[config.mk]
export PLATFORM = sky130hd
export DESIGN_NAME = seq_divider
export DESIGN_NICKNAME = d
export VERILOG_FILES = /design/src/rtl/div_pkg.sv /design/src/rtl/div_step.sv /design/src/rtl/seq_divider.sv
export SDC_FILE = /design/constraint.sdc
export NUM_CORES = 1
export LEC_CHECK = 0
export CORE_MARGIN = 3
export CORE_UTILIZATION = 40
export DETAILED_ROUTE_END_ITERATION = 8
export GPL_ROUTABILITY_DRIVEN = 0
export REMOVE_ABC_BUFFERS = 1
export SLEW_MARGIN = 40
export SYNTH_ARGS = -nofsm -noshare
export SYNTH_HDL_FRONTEND = slang
export SYNTH_SLANG_ARGS = --single-unit
[constraint.sdc]
create_clock -name clk -period 9.15 [get_ports clk]
set_input_delay 2.2875 -clock clk [delete_from_list [all_inputs] [get_ports clk]]
set_output_delay 2.2875 -clock clk [all_outputs]
set_load 0.1 [all_outputs]
[src/rtl/div_pkg.sv]
// Shared definitions for the sequential divider: FSM states, the
// radix-selection threshold and the iteration-count helper.
package div_pkg;

    typedef enum logic [1:0] {
        IDLE,
        BUSY,
        DONE
    } state_t;

    // Both operand widths must reach this value before the radix-4 core is used.
    localparam int MIN_FAST_WIDTH = 8;

    // Iterations needed to consume the whole dividend.
    // Radix-2 consumes 1 bit per step; radix-4 consumes 2 bits per step.
    function automatic int calc_iters(input int a_width, input int b_width);
        if ((a_width < MIN_FAST_WIDTH) || (b_width < MIN_FAST_WIDTH)) begin
            return a_width;
        end
        return (a_width + 1) / 2;
    endfunction

endpackage

[src/rtl/div_step.sv]
// One combinational iteration of a restoring divider.
// The incoming partial remainder is always smaller than the divisor, so after
// shifting in STEP_BITS dividend bits it is below RADIX*divisor and fits in
// B_WIDTH+2 bits. The quotient digit is the largest k with k*divisor <= shifted.
module div_step
    import div_pkg::*;
#(
    parameter int  RADIX     = 2,
    parameter int  B_WIDTH   = 8,
    localparam int STEP_BITS = (RADIX == 4) ? 2 : 1
) (
    input  logic [B_WIDTH+1:0]   rem_in,
    input  logic [STEP_BITS-1:0] bits_in,
    input  logic [B_WIDTH-1:0]   divisor,
    output logic [B_WIDTH+1:0]   rem_out,
    output logic [STEP_BITS-1:0] digit
);

    localparam int RW = B_WIDTH + 2;

    logic [RW-1:0] shifted;
    logic [RW-1:0] d1;

    // The top STEP_BITS bits of rem_in are always zero, so the truncation is lossless.
    assign shifted = RW'({rem_in, bits_in});
    assign d1      = {2'b00, divisor};

    generate
        if (RADIX == 4) begin : g_radix4
            logic [RW-1:0] d2;
            logic [RW-1:0] d3;

            assign d2 = {1'b0, divisor, 1'b0};
            assign d3 = d2 + d1;

            // Pick the largest multiple of the divisor that still fits.
            always_comb begin
                // NOTE: every output gets a value before any branch so no latch is inferred.
                digit   = 2'd0;
                rem_out = shifted;
                if (shifted >= d3) begin
                    digit   = 2'd3;
                    rem_out = shifted - d3;
                end else if (shifted >= d2) begin
                    digit   = 2'd2;
                    rem_out = shifted - d2;
                end else if (shifted >= d1) begin
                    digit   = 2'd1;
                    rem_out = shifted - d1;
                end
            end
        end else begin : g_radix2
            // Subtract the divisor when it fits, otherwise keep the shifted value.
            always_comb begin
                digit   = 1'b0;
                rem_out = shifted;
                if (shifted >= d1) begin
                    digit   = 1'b1;
                    rem_out = shifted - d1;
                end
            end
        end
    endgenerate

endmodule

[src/rtl/seq_divider.sv]
// Iterative unsigned divider with valid/ready handshakes on both sides.
// A single work register shifts dividend bits out at the top while quotient
// digits shift in at the bottom; after ITERS steps it holds the quotient.
module seq_divider
    import div_pkg::*;
#(
    parameter int A_WIDTH = 8,
    parameter int B_WIDTH = 8
) (
    input  logic               clk,
    input  logic               rst_n,
    input  logic               in_valid,
    output logic               in_ready,
    input  logic [A_WIDTH-1:0] dividend,
    input  logic [B_WIDTH-1:0] divisor,
    output logic               out_valid,
    input  logic               out_ready,
    output logic [A_WIDTH-1:0] quotient,
    output logic [B_WIDTH-1:0] remainder,
    output logic               div_by_zero
);

    localparam int ITERS     = calc_iters(A_WIDTH, B_WIDTH);
    localparam bit FAST      = (A_WIDTH >= MIN_FAST_WIDTH) && (B_WIDTH >= MIN_FAST_WIDTH);
    localparam int STEP_BITS = FAST ? 2 : 1;
    // Odd A_WIDTH with radix-4 gains one zero MSB here.
    localparam int WORK_W    = ITERS * STEP_BITS;
    localparam int CNT_W     = $clog2(ITERS + 1);
    localparam int RW        = B_WIDTH + 2;

    state_t               state;
    logic [WORK_W-1:0]    work;
    logic [WORK_W-1:0]    work_next;
    logic [B_WIDTH-1:0]   dvs;
    logic [RW-1:0]        rem;
    logic [RW-1:0]        rem_next;
    logic [STEP_BITS-1:0] digit;
    logic [CNT_W-1:0]     cnt;
    logic                 last_iter;

    // Same instance path div.u1 in both configurations.
    generate
        if (FAST) begin : div
            div_step #(
                .RADIX   (4),
                .B_WIDTH (B_WIDTH)
            ) u1 (
                .rem_in  (rem),
                .bits_in (work[WORK_W-1 -: STEP_BITS]),
                .divisor (dvs),
                .rem_out (rem_next),
                .digit   (digit)
            );
        end else begin : div
            div_step #(
                .RADIX   (2),
                .B_WIDTH (B_WIDTH)
            ) u1 (
                .rem_in  (rem),
                .bits_in (work[WORK_W-1 -: STEP_BITS]),
                .divisor (dvs),
                .rem_out (rem_next),
                .digit   (digit)
            );
        end
    endgenerate

    assign work_next = {work[WORK_W-STEP_BITS-1:0], digit};
    assign last_iter = (cnt == CNT_W'(ITERS - 1));

    // Control FSM and datapath registers; all outputs are registered.
    always_ff @(posedge clk or negedge rst_n) begin
        if (!rst_n) begin
            state       <= IDLE;
            in_ready    <= 1'b1;
            out_valid   <= 1'b0;
            quotient    <= '0;
            remainder   <= '0;
            div_by_zero <= 1'b0;
            work        <= '0;
            dvs         <= '0;
            rem         <= '0;
            cnt         <= '0;
        end else begin
            // NOTE: non-blocking assignments so every register samples pre-edge values.
            case (state)
                IDLE: begin
                    if (in_valid && in_ready) begin
                        work     <= WORK_W'(dividend);
                        dvs      <= divisor;
                        rem      <= '0;
                        cnt      <= '0;
                        in_ready <= 1'b0;
                        if (divisor == '0) begin
                            // Zero divisor bypasses the iterations entirely.
                            quotient    <= '1;
                            remainder   <= dividend[B_WIDTH-1:0];
                            div_by_zero <= 1'b1;
                            out_valid   <= 1'b1;
                            state       <= DONE;
                        end else begin
                            div_by_zero <= 1'b0;
                            state       <= BUSY;
                        end
                    end
                end
                BUSY: begin
                    work <= work_next;
                    rem  <= rem_next;
                    cnt  <= cnt + 1'b1;
                    if (last_iter) begin
                        quotient  <= work_next[A_WIDTH-1:0];
                        remainder <= rem_next[B_WIDTH-1:0];
                        out_valid <= 1'b1;
                        state     <= DONE;
                    end
                end
                DONE: begin
                    // Outputs hold until the consumer takes them.
                    if (out_ready) begin
                        out_valid <= 1'b0;
                        in_ready  <= 1'b1;
                        state     <= IDLE;
                    end
                end
                default: begin
                    state     <= IDLE;
                    in_ready  <= 1'b1;
                    out_valid <= 1'b0;
                end
            endcase
        end
    end

endmodule

---- Word level (Yosys, flattened, before mapping) ----
Cells that the tools add are included.
operators by class
  mux-type cells .......................... 34
  reduce and logical (&&, ||, !) cells .... 10
  add/subtract/negate cells ............... 5
  magnitude comparators ................... 3
  eq/ne operators ......................... 7
  bitwise gates (word level) .............. 1
operators with widths
  operator               count
  $mux W8                11
  $pmux W8 S2            4
  $sub A8 B8 Y8          3
  $mux W2                6
  $add A9 B8 Y10         1
  $ge A10 B10 Y1         1
  $ge A10 B8 Y1          1
  $ge A10 B9 Y1          1
  $logic_not A8 Y1       1
  $mux W1                8
  $ne A2 B2 Y1 const B   4
  $reduce_and A4 Y1      2
  $pmux W1 S3            2
  $pmux W2 S3            1
  $pmux W3 S2            1
  $reduce_and A3 Y1      2
  $reduce_and A2 Y1      2
  $add A3 B1 Y3 const B  1
  $eq A3 B2 Y1 const B   1
  $mux W3                1
  $eq A2 B1 Y1 const B   1
  $eq A2 B2 Y1 const B   1
  $logic_not A2 Y1       1
  $reduce_bool A2 Y1     1
  other kinds (2)        2
storage, ports and cells
  word-level logic and storage cells ...... 70
  output and inout port bits .............. 19
  register bits after elaboration ......... 48
  bits of input ports ..................... 20

---- Longest topological paths before layout ----
  depth in word-level cells ............... 6
  gate-level depth with buffers ........... 18
  depth with buffers taken out ............ 17

---- Cells and area by module ----
From an unflattened synthesis, not the netlist that was laid out.
second synthesis, totals
  cell total of the unflattened synthesis .. 449
  area, all modules ....................... 4,000.1 sq um
by module, submodules not included
  module       cells each  times used  area each (sq um)
  seq_divider  193         1           2,139.6
  div_step     256         1           1,860.5

---- Worst setup path after synthesis ----
Ideal clock, no wire load.
  kind .................................... in2reg
  start ................................... in divisor[1]
  end ..................................... reg remainder[3]
  stages on the path ...................... 6
  buffers on the path ..................... 1
  setup time .............................. 104 ps
  arrival time ............................ 3,648 ps
  path slack .............................. 5,398 ps
  cell sequence ........................... nor4_1 nand3_1 a21oi_1 clkbuf_1 nor2_1 a221oi_1
between the ends
  word-level cells in the longest chain between the ends .. 3
ends and longest elaborated chain
  element                      RTL line            RTL
  start: declaration           seq_divider.sv:15   input logic [B_WIDTH-1:0] divisor,
  $logic_not A8 Y1             seq_divider.sv:94   if (divisor == '0) begin
  $ne A2 B2 Y1 (no line)       n/a
  $reduce_and A4 Y1 (no line)  n/a
  end signal: assignment       seq_divider.sv:97   remainder <= dividend[B_WIDTH-1:0];
  end signal: assignment       seq_divider.sv:113  remainder <= rem_next[B_WIDTH-1:0];
  end: declaration             seq_divider.sv:19   output logic [B_WIDTH-1:0] remainder,
Every way passes these cells.
A chain may end at the register's enable or synchronous reset.

---- Worst setup path in the final report ----
  start ................................... in divisor[5]
  end ..................................... reg remainder[2]
The elaborated chain is that of the path after synthesis.

==> reports/results.tsv <==
metric	value	unit
RSZ-0062 raised after global routing	false	
Worst Setup Start Kind	input port	
flip-flop and latch area	1202	µm²
DRT met1 WL	4.558	mm
Die X	99.64	µm
CTS Buf Count	5	
DP Wirelength	7.094	mm
first-pass GRT wire length	15.76	mm
Fill cells	823	
routed via count	3158	
initial DRC count	277	
CP max stage cell	nor4_1	
Crit. End Element	flop	
Post-DRT Antenna Nets	0	
wire length on met2	4.382	mm
synth-to-layout area growth	15.06	%
FMAX	222.3	MHz
Slew Viols, Final	0	
CP Max Fanout	26	
Core Region	8382	µm²
Total Routing Usage GR	20.06	%
RR Startpoint	dvs[1]	
average size of a mapped cell	8.638	µm²
critical-path cell list	clkdlybuf4s50_1, nor4_1, nand3_1, a21oi_4, o21ai_0, a211o_1	
Post-synth EDFFs	0	
total of max-cap violations	0	
Mapped Area	3507	µm²
Arr. time, crit path	4.71	ns
gate family responsible for the most delay along the worst path	compound AO/OA/AOI/OAI gates	
Critical Path Start	divisor[5]	
Post-Layout Cell Count	547	
Setup TNS	0	ns
slew margin rel.	49.93	%
post-route cell area	4035	µm²
Placed Area	3914	µm²
Fin. Hold Viols	0	
Setup Buffers After CTS	0	
CTS Buffer Depth	2	
largest stage delay on the critical path	0.68	ns
Multi-input gate area	2168	µm²
H-tree levels	2	
Die Y-Extent	99.64	µm
Worst Path Buf+Inv	1	
# DRC	0	
clock-pin slew on the worst setup and hold paths	0.10	ns
final WL	9.577	mm
Via density	5.773	
Pre-Repair DR Iteration Count	4	
synth cell count leaders	nand2_1, dfrtp_1, a21oi_1	
post-synth cell types	51	
row count	33	
max layer used	met4	
share of layout cells above drive strength 1	8.824	%
number of global-route vias before repair	3107	
Final #Nets	500	
Seq/Total Area, Yosys	34.28	%
port buffer count	38	
Synth top area share	33.54	%
cell count after synthesis	406	
Tcrit/Tclk final	49.16	%
CTS Root Cell	clkbuf_8	
cts repair resizes	0	
Ant. Diodes	0	
placed insts	539	
CTS Hold Buffers Added	0	
GR Overflow Total	0	
WS Path Type	input port to flop	
Seq cells post-synth	48	
Yosys warning count	0	
CTS tree	done	
Initial Utilization	41.84	%
largest net degree at the start of global routing	49	
# clock sinks	48	
Worst Hold Class	flop to flop	
status	completed	
biggest area consumer among synthesized cells	dfrtp_1	
hold path start	quotient[2]	
metal3 WL	495	µm
Final Critical Period	4.498	ns
drt wl/cell	17.51	µm
Final Setup Violations	0	
initial antenna violation count	0	
top_reg_cell synth	dfrtp_1	
largest cells by area after synthesis	dfrtp_1, ha_1, a21oi_1, nand2_1, nor2_1	
worst skew pair latency	0.32	ns
count leader, synth	nand2_1	
Least-Margin Pin Slew	0.7442	ns
Async SR Flop Fraction	100.0	%
Critical Path RT	9.36	ns
die area	9927	µm²
I/O pins	39	
Worst Skew	0.009470	ns
stage by stage:
stage,utilization [%],setup WS [ns],hold slack [ns]
final,48.14,4.652,0.4916
after global routing,48.14,4.466,0.5123
after CTS,48.14,4.625,0.5001
after detailed placement,46.69,4.280,0.4754
after global placement,47.62,4.060,0.4703
after floorplan,-,4.790,0.4677
sequential cells by signal (all words and copies together), names as in the netlist:
name         cells
cnt              3
div_by_zero      1
dvs              8
in_ready         1
out_valid        1
quotient         8
rem              8
remainder        8
state            2
work             8
cells by family after synthesis:
family                     Yosys count  synth area share [%]
AOI/OAI and AO/OA                  135                 24.94
muxes                                5                 1.498
DFF                                 48                 34.28
xor gates and xnor gates            19                 4.745
buffers and inverters               41                 4.638
adders and majority gates           39                 14.77
and+or+nand+nor                    119                 15.13
final timing paths:
path | end | depth (start not counted) | slack, ns
worst min-delay path | quotient[2] | 1 | 0.49
worst max-delay path | remainder[2] | 6 | 4.65
max in group asynchronous | work[3] | 2 | 6.64
worst min register to register | quotient[2] | 1 | 0.49
worst max register to register | remainder[7] | 16 | 5.20
min in group asynchronous | dvs[3] | 2 | 2.06
metal layers:
layer | global-route usage, % | vias to the layer above
met1 | 27.56 | 1524
met2 | 32.54 | 78
met5 | 0 | -
li1 | - | 1543
met4 | 5.147 | 0
met3 | 3.787 | 13
cell usage in the layout (no fill, tap or decap), types with 10 or more instances in the layout:
master / instances
nand2_1: 49
o21ai_0: 24
buf_2: 20
inv_1: 27
nor2_1: 35
clkdlybuf4s50_1: 18
dfrtp_1: 47
a21o_1: 10
a21oi_1: 36
xnor2_1: 12
ha_1: 35
cell type report:
class	instances	area share, %
Multi-Input combinational cell	317	53.74
Tap cell	105	3.256
Timing Repair Buffer	42	7.690
Clock buffer	6	2.047
Inverter	27	2.512
Sequential cell	48	29.80
Clock inverter	2	0.9612
Power is not shown: default switching activity piles up to over one toggle a cycle in this logic, so the estimate is an artifact.
